===== config.mk =====
export PLATFORM = sky130hd
export DESIGN_NAME = cnn_argmax_flat
export DESIGN_NICKNAME = d
export VERILOG_FILES = /design/src/rtl/cnn_argmax_if.sv /design/src/rtl/cnn_argmax.sv /design/src/flat_wrapper.sv
export SDC_FILE = /design/constraint.sdc
export NUM_CORES = 1
export LEC_CHECK = 0
export ABC_AREA = 0
export CORE_AREA = 2 2 113 115
export CTS_CLUSTER_SIZE = 8
export DETAILED_ROUTE_END_ITERATION = 8
export DIE_AREA = 0 0 115 117
export GPL_TIMING_DRIVEN = 0
export PLACE_DENSITY_LB_ADDON = 0.05
export REMOVE_ABC_BUFFERS = 1
export SYNTH_ARGS = -nofsm -noshare
export SYNTH_HDL_FRONTEND = slang
export SYNTH_SLANG_ARGS = --single-unit

===== constraint.sdc =====
create_clock -name clk -period 2.35 [get_ports clk]
set_clock_uncertainty 0.15 [all_clocks]
set_input_delay 0.705 -clock clk [delete_from_list [all_inputs] [get_ports clk]]
set_output_delay 0.705 -clock clk [all_outputs]
set_load 0.01 [all_outputs]

===== src/rtl/cnn_argmax_if.sv =====
// Handshake and BRAM read-port bundle between the FC2 argmax stage and its controller.
// The slave side is the argmax block; the master side drives start, grant and read data.
interface cnn_argmax_if #(
  parameter int width      = 16,
  parameter int memaddrbit = 20,
  parameter int idxbit     = 4
);
  logic                  start;
  logic                  rd_gnt;
  logic                  rd_en;
  logic [memaddrbit-1:0] rd_addr;
  logic [width-1:0]      rd_data;
  logic                  busy;
  logic                  done;
  logic [idxbit-1:0]     class_idx;
  logic [width-1:0]      class_score;

  modport master (
    output start, rd_gnt, rd_data,
    input  rd_en, rd_addr, busy, done, class_idx, class_score
  );

  modport slave (
    input  start, rd_gnt, rd_data,
    output rd_en, rd_addr, busy, done, class_idx, class_score
  );
endinterface


===== src/rtl/cnn_argmax.sv =====
// Post-FC2 classifier: scans num_class signed scores from the shared activation BRAM
// and reports the index and value of the largest one (ties keep the lowest index).
module cnn_argmax #(
  parameter int width      = 16,
  parameter int decimal    = 12,
  parameter int memaddrbit = 20,
  parameter int num_class  = 10,
  parameter int base_addr  = 572414,
  parameter int rd_lat     = 2,
  parameter int idxbit     = 4
) (
  input logic         clk,
  input logic         rst,
  cnn_argmax_if.slave bus
);

  localparam int CW = $clog2(num_class + 1);

  localparam logic [1:0] IDLE = 2'd0;
  localparam logic [1:0] READ = 2'd1;
  localparam logic [1:0] DONE = 2'd2;

  localparam logic [CW-1:0]         NUM_C  = CW'(num_class);
  localparam logic [CW-1:0]         LAST_C = CW'(num_class - 1);
  localparam logic [CW-1:0]         ZERO_C = CW'(0);
  localparam logic [CW-1:0]         ONE_C  = CW'(1);
  localparam logic [memaddrbit-1:0] BASE_A = memaddrbit'(base_addr);
  localparam logic [memaddrbit-1:0] ONE_A  = memaddrbit'(1);

  // decimal only documents the Q format; scores are compared as raw signed words
  if (decimal >= width) begin : g_decimal_exceeds_width
  end

  logic [1:0]               state_r;
  logic [CW-1:0]            issue_cnt_r;
  logic [CW-1:0]            recv_cnt_r;
  logic [memaddrbit-1:0]    rd_addr_r;
  logic [rd_lat-1:0]        vld_r;
  logic signed [width-1:0]  best_r;
  logic [idxbit-1:0]        best_idx_r;
  logic                     busy_r;
  logic                     done_r;
  logic [idxbit-1:0]        class_idx_r;
  logic [width-1:0]         class_score_r;

  logic                     rd_en_s;
  logic                     take_s;
  logic [width-1:0]         next_score_s;
  logic [idxbit-1:0]        next_idx_s;

  // Read strobe follows the grant combinationally; candidate best for the returning sample
  always_comb begin
    rd_en_s      = 1'b0;
    take_s       = 1'b0;
    next_score_s = best_r;
    next_idx_s   = best_idx_r;
    if ((state_r == READ) && bus.rd_gnt && (issue_cnt_r < NUM_C)) begin
      rd_en_s = 1'b1;
    end else begin
      rd_en_s = 1'b0;
    end
    // first sample seeds the maximum so all-negative score sets work
    if ((recv_cnt_r == ZERO_C) || ($signed(bus.rd_data) > best_r)) begin
      take_s       = 1'b1;
      next_score_s = bus.rd_data;
      next_idx_s   = idxbit'(recv_cnt_r);
    end else begin
      take_s       = 1'b0;
      next_score_s = best_r;
      next_idx_s   = best_idx_r;
    end
  end

  // Scan FSM: issue reads, track returns through the valid pipe, publish the result
  always_ff @(posedge clk or negedge rst) begin
    if (!rst) begin
      state_r       <= IDLE;
      issue_cnt_r   <= ZERO_C;
      recv_cnt_r    <= ZERO_C;
      rd_addr_r     <= '0;
      vld_r         <= '0;
      best_r        <= '0;
      best_idx_r    <= '0;
      busy_r        <= 1'b0;
      done_r        <= 1'b0;
      class_idx_r   <= '0;
      class_score_r <= '0;
    end else begin
      vld_r[0] <= rd_en_s;
      for (int i = 1; i < rd_lat; i++) begin
        vld_r[i] <= vld_r[i-1];
      end
      done_r <= 1'b0;
      case (state_r)
        IDLE: begin
          if (bus.start) begin
            state_r     <= READ;
            issue_cnt_r <= ZERO_C;
            recv_cnt_r  <= ZERO_C;
            rd_addr_r   <= BASE_A;
            busy_r      <= 1'b1;
          end
        end
        READ: begin
          if (rd_en_s) begin
            issue_cnt_r <= issue_cnt_r + ONE_C;
            // address parks on the last score instead of running past it
            if (issue_cnt_r < LAST_C) begin
              rd_addr_r <= rd_addr_r + ONE_A;
            end
          end
          if (vld_r[rd_lat-1]) begin
            recv_cnt_r <= recv_cnt_r + ONE_C;
            if (take_s) begin
              best_r     <= $signed(next_score_s);
              best_idx_r <= next_idx_s;
            end
            if (recv_cnt_r == LAST_C) begin
              state_r       <= DONE;
              done_r        <= 1'b1;
              class_idx_r   <= next_idx_s;
              class_score_r <= next_score_s;
            end
          end
        end
        DONE: begin
          state_r <= IDLE;
          busy_r  <= 1'b0;
        end
        default: begin
          state_r <= IDLE;
          busy_r  <= 1'b0;
        end
      endcase
    end
  end

  assign bus.rd_en       = rd_en_s;
  assign bus.rd_addr     = rd_addr_r;
  assign bus.busy        = busy_r;
  assign bus.done        = done_r;
  assign bus.class_idx   = class_idx_r;
  assign bus.class_score = class_score_r;

endmodule


===== src/flat_wrapper.sv =====
// flat-port wrapper written by rule: the top's interface ports become plain ports
module cnn_argmax_flat 
#(
  parameter int width      = 16,
  parameter int decimal    = 12,
  parameter int memaddrbit = 20,
  parameter int num_class  = 10,
  parameter int base_addr  = 572414,
  parameter int rd_lat     = 2,
  parameter int idxbit     = 4
)
  (clk, rst, bus_start, bus_rd_gnt, bus_rd_data, bus_rd_en, bus_rd_addr, bus_busy, bus_done, bus_class_idx, bus_class_score);
  cnn_argmax_if #(.width(width), .memaddrbit(memaddrbit), .idxbit(idxbit)) bus_i ();
  input logic clk;
  input logic rst;
  input wire logic [$bits(bus_i.start)-1:0] bus_start;
  input wire logic [$bits(bus_i.rd_gnt)-1:0] bus_rd_gnt;
  input wire logic [$bits(bus_i.rd_data)-1:0] bus_rd_data;
  output wire logic [$bits(bus_i.rd_en)-1:0] bus_rd_en;
  output wire logic [$bits(bus_i.rd_addr)-1:0] bus_rd_addr;
  output wire logic [$bits(bus_i.busy)-1:0] bus_busy;
  output wire logic [$bits(bus_i.done)-1:0] bus_done;
  output wire logic [$bits(bus_i.class_idx)-1:0] bus_class_idx;
  output wire logic [$bits(bus_i.class_score)-1:0] bus_class_score;
  assign bus_i.start = bus_start;
  assign bus_i.rd_gnt = bus_rd_gnt;
  assign bus_i.rd_data = bus_rd_data;
  assign bus_rd_en = bus_i.rd_en;
  assign bus_rd_addr = bus_i.rd_addr;
  assign bus_busy = bus_i.busy;
  assign bus_done = bus_i.done;
  assign bus_class_idx = bus_i.class_idx;
  assign bus_class_score = bus_i.class_score;
  cnn_argmax #(.width(width), .decimal(decimal), .memaddrbit(memaddrbit), .num_class(num_class), .base_addr(base_addr), .rd_lat(rd_lat), .idxbit(idxbit)) u_core (.clk(clk), .rst(rst), .bus(bus_i));
endmodule

## Word level (Yosys, flattened, before mapping)

Cells that the tools add are included.
W data, S select, Z words.

| storage, ports and cells | value |
|---|---|
| output and inout port bits | 43 |
| word-level logic and storage cells | 60 |
| memory bits (read-only) | 0 |
| bits in latches | 0 |
| memories kept | 0 |
| register bits | 74 |
| input bits | 20 |
| RAM bits | 0 |

| operators by class | value |
|---|---|
| equality and inequality tests | 7 |
| div/mod/pow operators | 0 |
| shifts and indexed selects | 0 |
| $mul | 0 |
| bitwise gates (word level) | 1 |
| order comparisons | 3 |
| add/sub/neg operators | 3 |
| mux-type cells | 22 |
| reduce and logical (&&, ||, !) cells | 13 |

Operators by type and width:

| cell | count |
|---|---|
| $mux W20 | 3 |
| $pmux W20 S2 | 1 |
| $add A20 B1 Y20 const B | 1 |
| $gt A16 B16 Y1 | 1 |
| $mux W16 | 1 |
| $mux W4 | 4 |
| $pmux W4 S2 | 2 |
| $reduce_and A3 Y1 | 5 |
| $add A4 B1 Y4 const B | 2 |
| $lt A4 B4 Y1 const B | 2 |
| $mux W1 | 6 |
| $mux W2 | 3 |
| $ne A2 B2 Y1 const B | 3 |
| $eq A4 B4 Y1 const B | 1 |
| $logic_not A4 Y1 | 1 |
| $ne A2 B1 Y1 const B | 2 |
| $pmux W2 S2 | 1 |
| $reduce_and A4 Y1 | 1 |
| $eq A2 B1 Y1 const B | 1 |
| $logic_and A1 B1 Y1 | 2 |
| $logic_not A2 Y1 | 1 |
| $pmux W1 S2 | 1 |
| $reduce_and A2 Y1 | 1 |
| $reduce_bool A2 Y1 | 1 |
| 2 further kinds | 2 |

## Depth between registers and ports, before layout

| logic depth | value |
|---|---|
| depth after elaboration | 6 |
| depth in mapped cells | 9 |
| gate-level depth less buffers | 8 |

## Worst setup path before layout

OpenSTA, ideal clock, no wires.

| timing | value |
|---|---|
| path kind | input to register |
| from | input port bus_rd_data[15] |
| to | register u_core.best_idx_r[0] |
| library setup time | 0.125 ns |
| arrival | 2.604 ns |
| required time | 2.075 ns |
| stages on the path | 8 |
| buffers on the path | 1 |
| slack | -0.530 ns |
| path through | ha_1 > nand4_4 > o21bai_1 > a2111oi_2 > o21ai_2 > o21ai_4 > buf_6 > mux2_4 |

| on the way | value |
|---|---|
| word-level cells in the longest chain between the ends | 4 |
| elaborated cells between the ends (all ways) | 5 |
| classes of those cells | 1 x order compare; 2 x mux; 2 x reduce/logical |

Ends and longest elaborated chain:

| element | line | text |
|---|---|---|
| from (decl) | flat_wrapper.sv:18 | `input wire logic [$bits(bus_i.rd_data)-1:0] bus_rd_data;` |
| $gt A16 B16 Y1 (*) | cnn_argmax.sv:63 | `if ((recv_cnt_r == ZERO_C) \|\| ($signed(bus.rd_data) > best_r)) begin` |
| $logic_or A1 B1 Y1 (*) | cnn_argmax.sv:63 |  |
| $mux W1 | cnn_argmax.sv:63 |  |
| $reduce_and A3 Y1 (no line) | - |  |
| to (signal assigned) | cnn_argmax.sv:116 | `best_idx_r <= next_idx_s;` |
| to (decl) | cnn_argmax.sv:40 | `logic [idxbit-1:0] best_idx_r;` |

Mark *: on every way between the ends. The rest lies on a longest branch, timed or not.
A chain may end at the register's enable or synchronous reset.

## Worst setup path in the final report

| timing | value |
|---|---|
| from | input port bus_rd_data[11] |
| to | register u_core.best_r[10] |

| on the way | value |
|---|---|
| word-level cells in the longest chain between the ends | 4 |
| elaborated cells between the ends (all ways) | 5 |
| classes of those cells | 1 x order compare; 2 x mux; 2 x reduce/logical |

Ends and longest elaborated chain:

| element | line | text |
|---|---|---|
| $gt A16 B16 Y1 (*) | cnn_argmax.sv:63 |  |
| $logic_or A1 B1 Y1 (*) | cnn_argmax.sv:63 |  |
| $mux W1 | cnn_argmax.sv:63 |  |
| $reduce_and A3 Y1 (no line) | - |  |
| to (signal assigned) | cnn_argmax.sv:115 | `best_r <= $signed(next_score_s);` |
| to (decl) | cnn_argmax.sv:39 | `logic signed [width-1:0] best_r;` |

Marked as above.

==> results.txt <==
Status = finished, violations left
Violated checks = negative setup slack
Area of the core = 0.01231 mm²
Global-route track usage on met3 = 0.03038
Post-synthesis cell count = 384
Setup_tns = -9.066 ns
Longest Clk Path Bufs = 2
Unrepaired setup endpoints after global routing = true
Drt total wl = 11.54 mm
Post-route DRC = 0
Inst Count DP = 581
Total track usage = 0.1829
CTS sink cnt = 74
Ports = 63
Reg2Reg Depth = 10
Most common cell after layout, fill and taps aside = dfrtp_1
Die Y-Extent = 117 µm
Sequential share of the synthesized area = 0.4679
Worst-Skew Late Latency = 0.34 ns
Hold/Removal Path Class = input port to asynchronous set/reset pin
Netlist cell types = 45
Final setup margin = -0.3124 ns
Number of synthesized flops with an enable pin = 0
Max cap viols = 0
Die width = 115 µm
Crit Path Class = input port to flip-flop
Vias = 3340
Die area = 0.01346 mm²
Crit path arrival time = 2.74 ns
Worst R2R End = u_core.best_r[10]
Largest net degree at the start of global routing = 48
Antenna Nets Post-Route = 0
Worst slew pin tran = 0.5726 ns
Final Hold Viols = 0
Mapped Area = 0.003958 mm²
Routing usage on met1 = 0.2346
Total power = 8524 µW
Worst-case vdd ir drop = 0.5800 mV
Average size of a mapped cell = 10.31 µm²
H-tree Lvls = 3
Initial antenna violation count = 0
Fraction of registers with async set/reset = 1.000
Seq pwr share = 0.276
First-pass DRT Iterations = 6
Ant. Diodes = 0
Comb pwr share = 0.567
Initial cell density of the core = 0.3214
PD cells = 1482 mW/mm²
Switching share of power = 0.3968
Worst-path maximum fanout = 6
Commonest cells after routing, fill and taps aside = dfrtp_1, clkdlybuf4s50_1, nor2_1, buf_4, nand2_1
Number of global-route vias before repair = 3375
Vias per cell = 5.235
Busiest layer in global routing = met2
Max Fclk = 375.6 MHz
CTS tree = built
Final setup fails = 40
CP endpoint = u_core.best_r[10]
HPWL after DPL = 6.252 mm
Final GP Congestion = 0.7822
Final min period = 2.662 ns
Clock Tree Root = clkbuf_16
Port bufs = 62
Share of cells above drive strength 1 = 0.2971
FF-to-FF setup slack = -0.28 ns
Met2 GRT Util = 0.3024
Psw = 3382 µW
CP Data Required Time = 2.43 ns
Critical Path Source = bus_rd_data[11]
Int Pwr = 5142 µW
First-pass GRT wire length = 18.46 mm
Synth Flop Type = dfrtp_1
CP Launch Type = input port
TritonCTS Buffers = 9
Finished Layout Cells = 638
DR iter-0 viols = 180
Synth-to-layout area growth = 45.31%
Drt wl/cell = 18.08 µm
Worst reg2reg startpoint = u_core.best_r[12]
Overflow after GRT = 0
Synthesized flop and latch total = 74
Slew headroom = 0.6171
Row cnt = 41
Slew Viols, Final = 0
Layout Nets = 525
Clock power frac = 0.158
Synth warn = 0
CTS clock-pin slew for the worst setup and hold paths = 0.06 ns
Leak Pwr = 0.002490 µW
Tcrit/Tclk final = 1.133
Worst setup EP type = flip-flop
## per-layer routing
metal / vias up / wire, µm
li1: 1573 / -
met1: 1663 / 5207
met2: 76 / 5531
met3: 28 / 387
met4: 0 / 410
met5: - / 0
## cells by family after synthesis
logic type / count (synthesis) / synth area share
mux: 22 / 0.08125
buf+inv: 43 / 0.04647
compound gates: 97 / 0.1581
simple gates: 111 / 0.1435
flops: 74 / 0.4679
fa+ha+maj: 22 / 0.06955
xor+xnor: 15 / 0.03319
## power by group through the flow
stage               clock (µW)  combinational, µW  sequential [µW]
floorplan                    0               2070             2410
global placement             0               3430             2340
detailed placement           0               3500             2360
CTS                       1390               4570             2340
global route              1440               5230             2440
finish                    1350               4830             2350
## cell type report
type	instances	area, µm²
Timing Repair Buffer	100	987.2
Multi-Input combinational cell	271	2331
Fill cell	1171	6561
Sequential cell	74	1852
Timing Repair inverter	1	7.507
Clock inverter	2	10.01
Tap cell	150	187.7
Clock buffer	14	274.0
Inverter	26	101.3
## state kept, by name (all words and copies together), names as in the netlist
signal and count:
u_core.state_r 2, u_core.bus.busy 1, u_core.bus.class_idx 4, u_core.issue_cnt_r 4, u_core.recv_cnt_r 4, u_core.vld_r 2
u_core.bus.class_score 16, u_core.best_idx_r 4, u_core.best_r 16, u_core.bus.done 1, u_core.bus.rd_addr 20
## worst min-delay path by stage
stage	endpoint	slack, ns	cells past startpoint
finish	u_core.bus.class_score[6]	0.14	1
detailed placement	u_core.vld_r[1]	0.19	0
global placement	u_core.vld_r[1]	0.18	0
global route	u_core.bus.class_score[6]	0.16	1
CTS	u_core.bus.class_score[6]	0.15	1
floorplan	u_core.vld_r[1]	0.18	0
## per-stage QoR
step	area [µm²]	setup slack, ns	util	hold WS, ns
after global placement	4679	-2.890	0.3801	0.1814
after global routing	5751	-0.3720	0.4671	0.1647
final	5751	-0.3124	0.4671	0.1388
after CTS	5574	-0.2776	0.4527	0.1511
after floorplan	3871	-1.037	-	0.1812
after detailed placement	4730	-1.990	0.3841	0.1855
## Yosys cell counts, types with 2 or more instances
library cell	number	share of area
a21o_1	4	0.0076
a21oi_1	23	0.029
a22o_1	2	0.0044
a31oi_1	19	0.030
a41oi_1	2	0.0044
and2_1	4	0.0063
and3_1	7	0.011
and4_1	2	0.0044
buf_2	5	0.0063
buf_6	2	0.0057
clkbuf_1	9	0.0085
dfrtp_1	74	0.47
ha_1	22	0.070
inv_1	26	0.025
mux2_4	20	0.076
nand2_1	26	0.025
nand3_1	12	0.015
nand4_1	5	0.0079
nor2_1	33	0.031
nor2b_1	2	0.0032
nor3_1	9	0.011
nor3b_1	2	0.0038
o2111ai_2	2	0.0076
o21a_1	5	0.0095
o21ai_0	30	0.038
o31ai_1	2	0.0038
or3_1	4	0.0063
xnor2_1	10	0.022
xor2_1	5	0.011
## repair_timing
item / CTS / global route
hold buffers: 0 / 0
pin swaps: 32 / 14
setup buffers: 25 / 10
endpoints found under the setup margin: 58 / 50
resized for setup: 125 / 37
gates cloned: 6 / 0
## worst max-delay path, stage by stage
cell and delay, ns:
buf_6 0.10, ha_4 0.25, a21oi_4 0.21, o21bai_4 0.11, a2111oi_4 0.37, buf_4 0.20, o21ai_4 0.10, o21ai_4 0.21
buf_12 0.16, mux2_4 0.30
(Power assumes the default switching activity.)
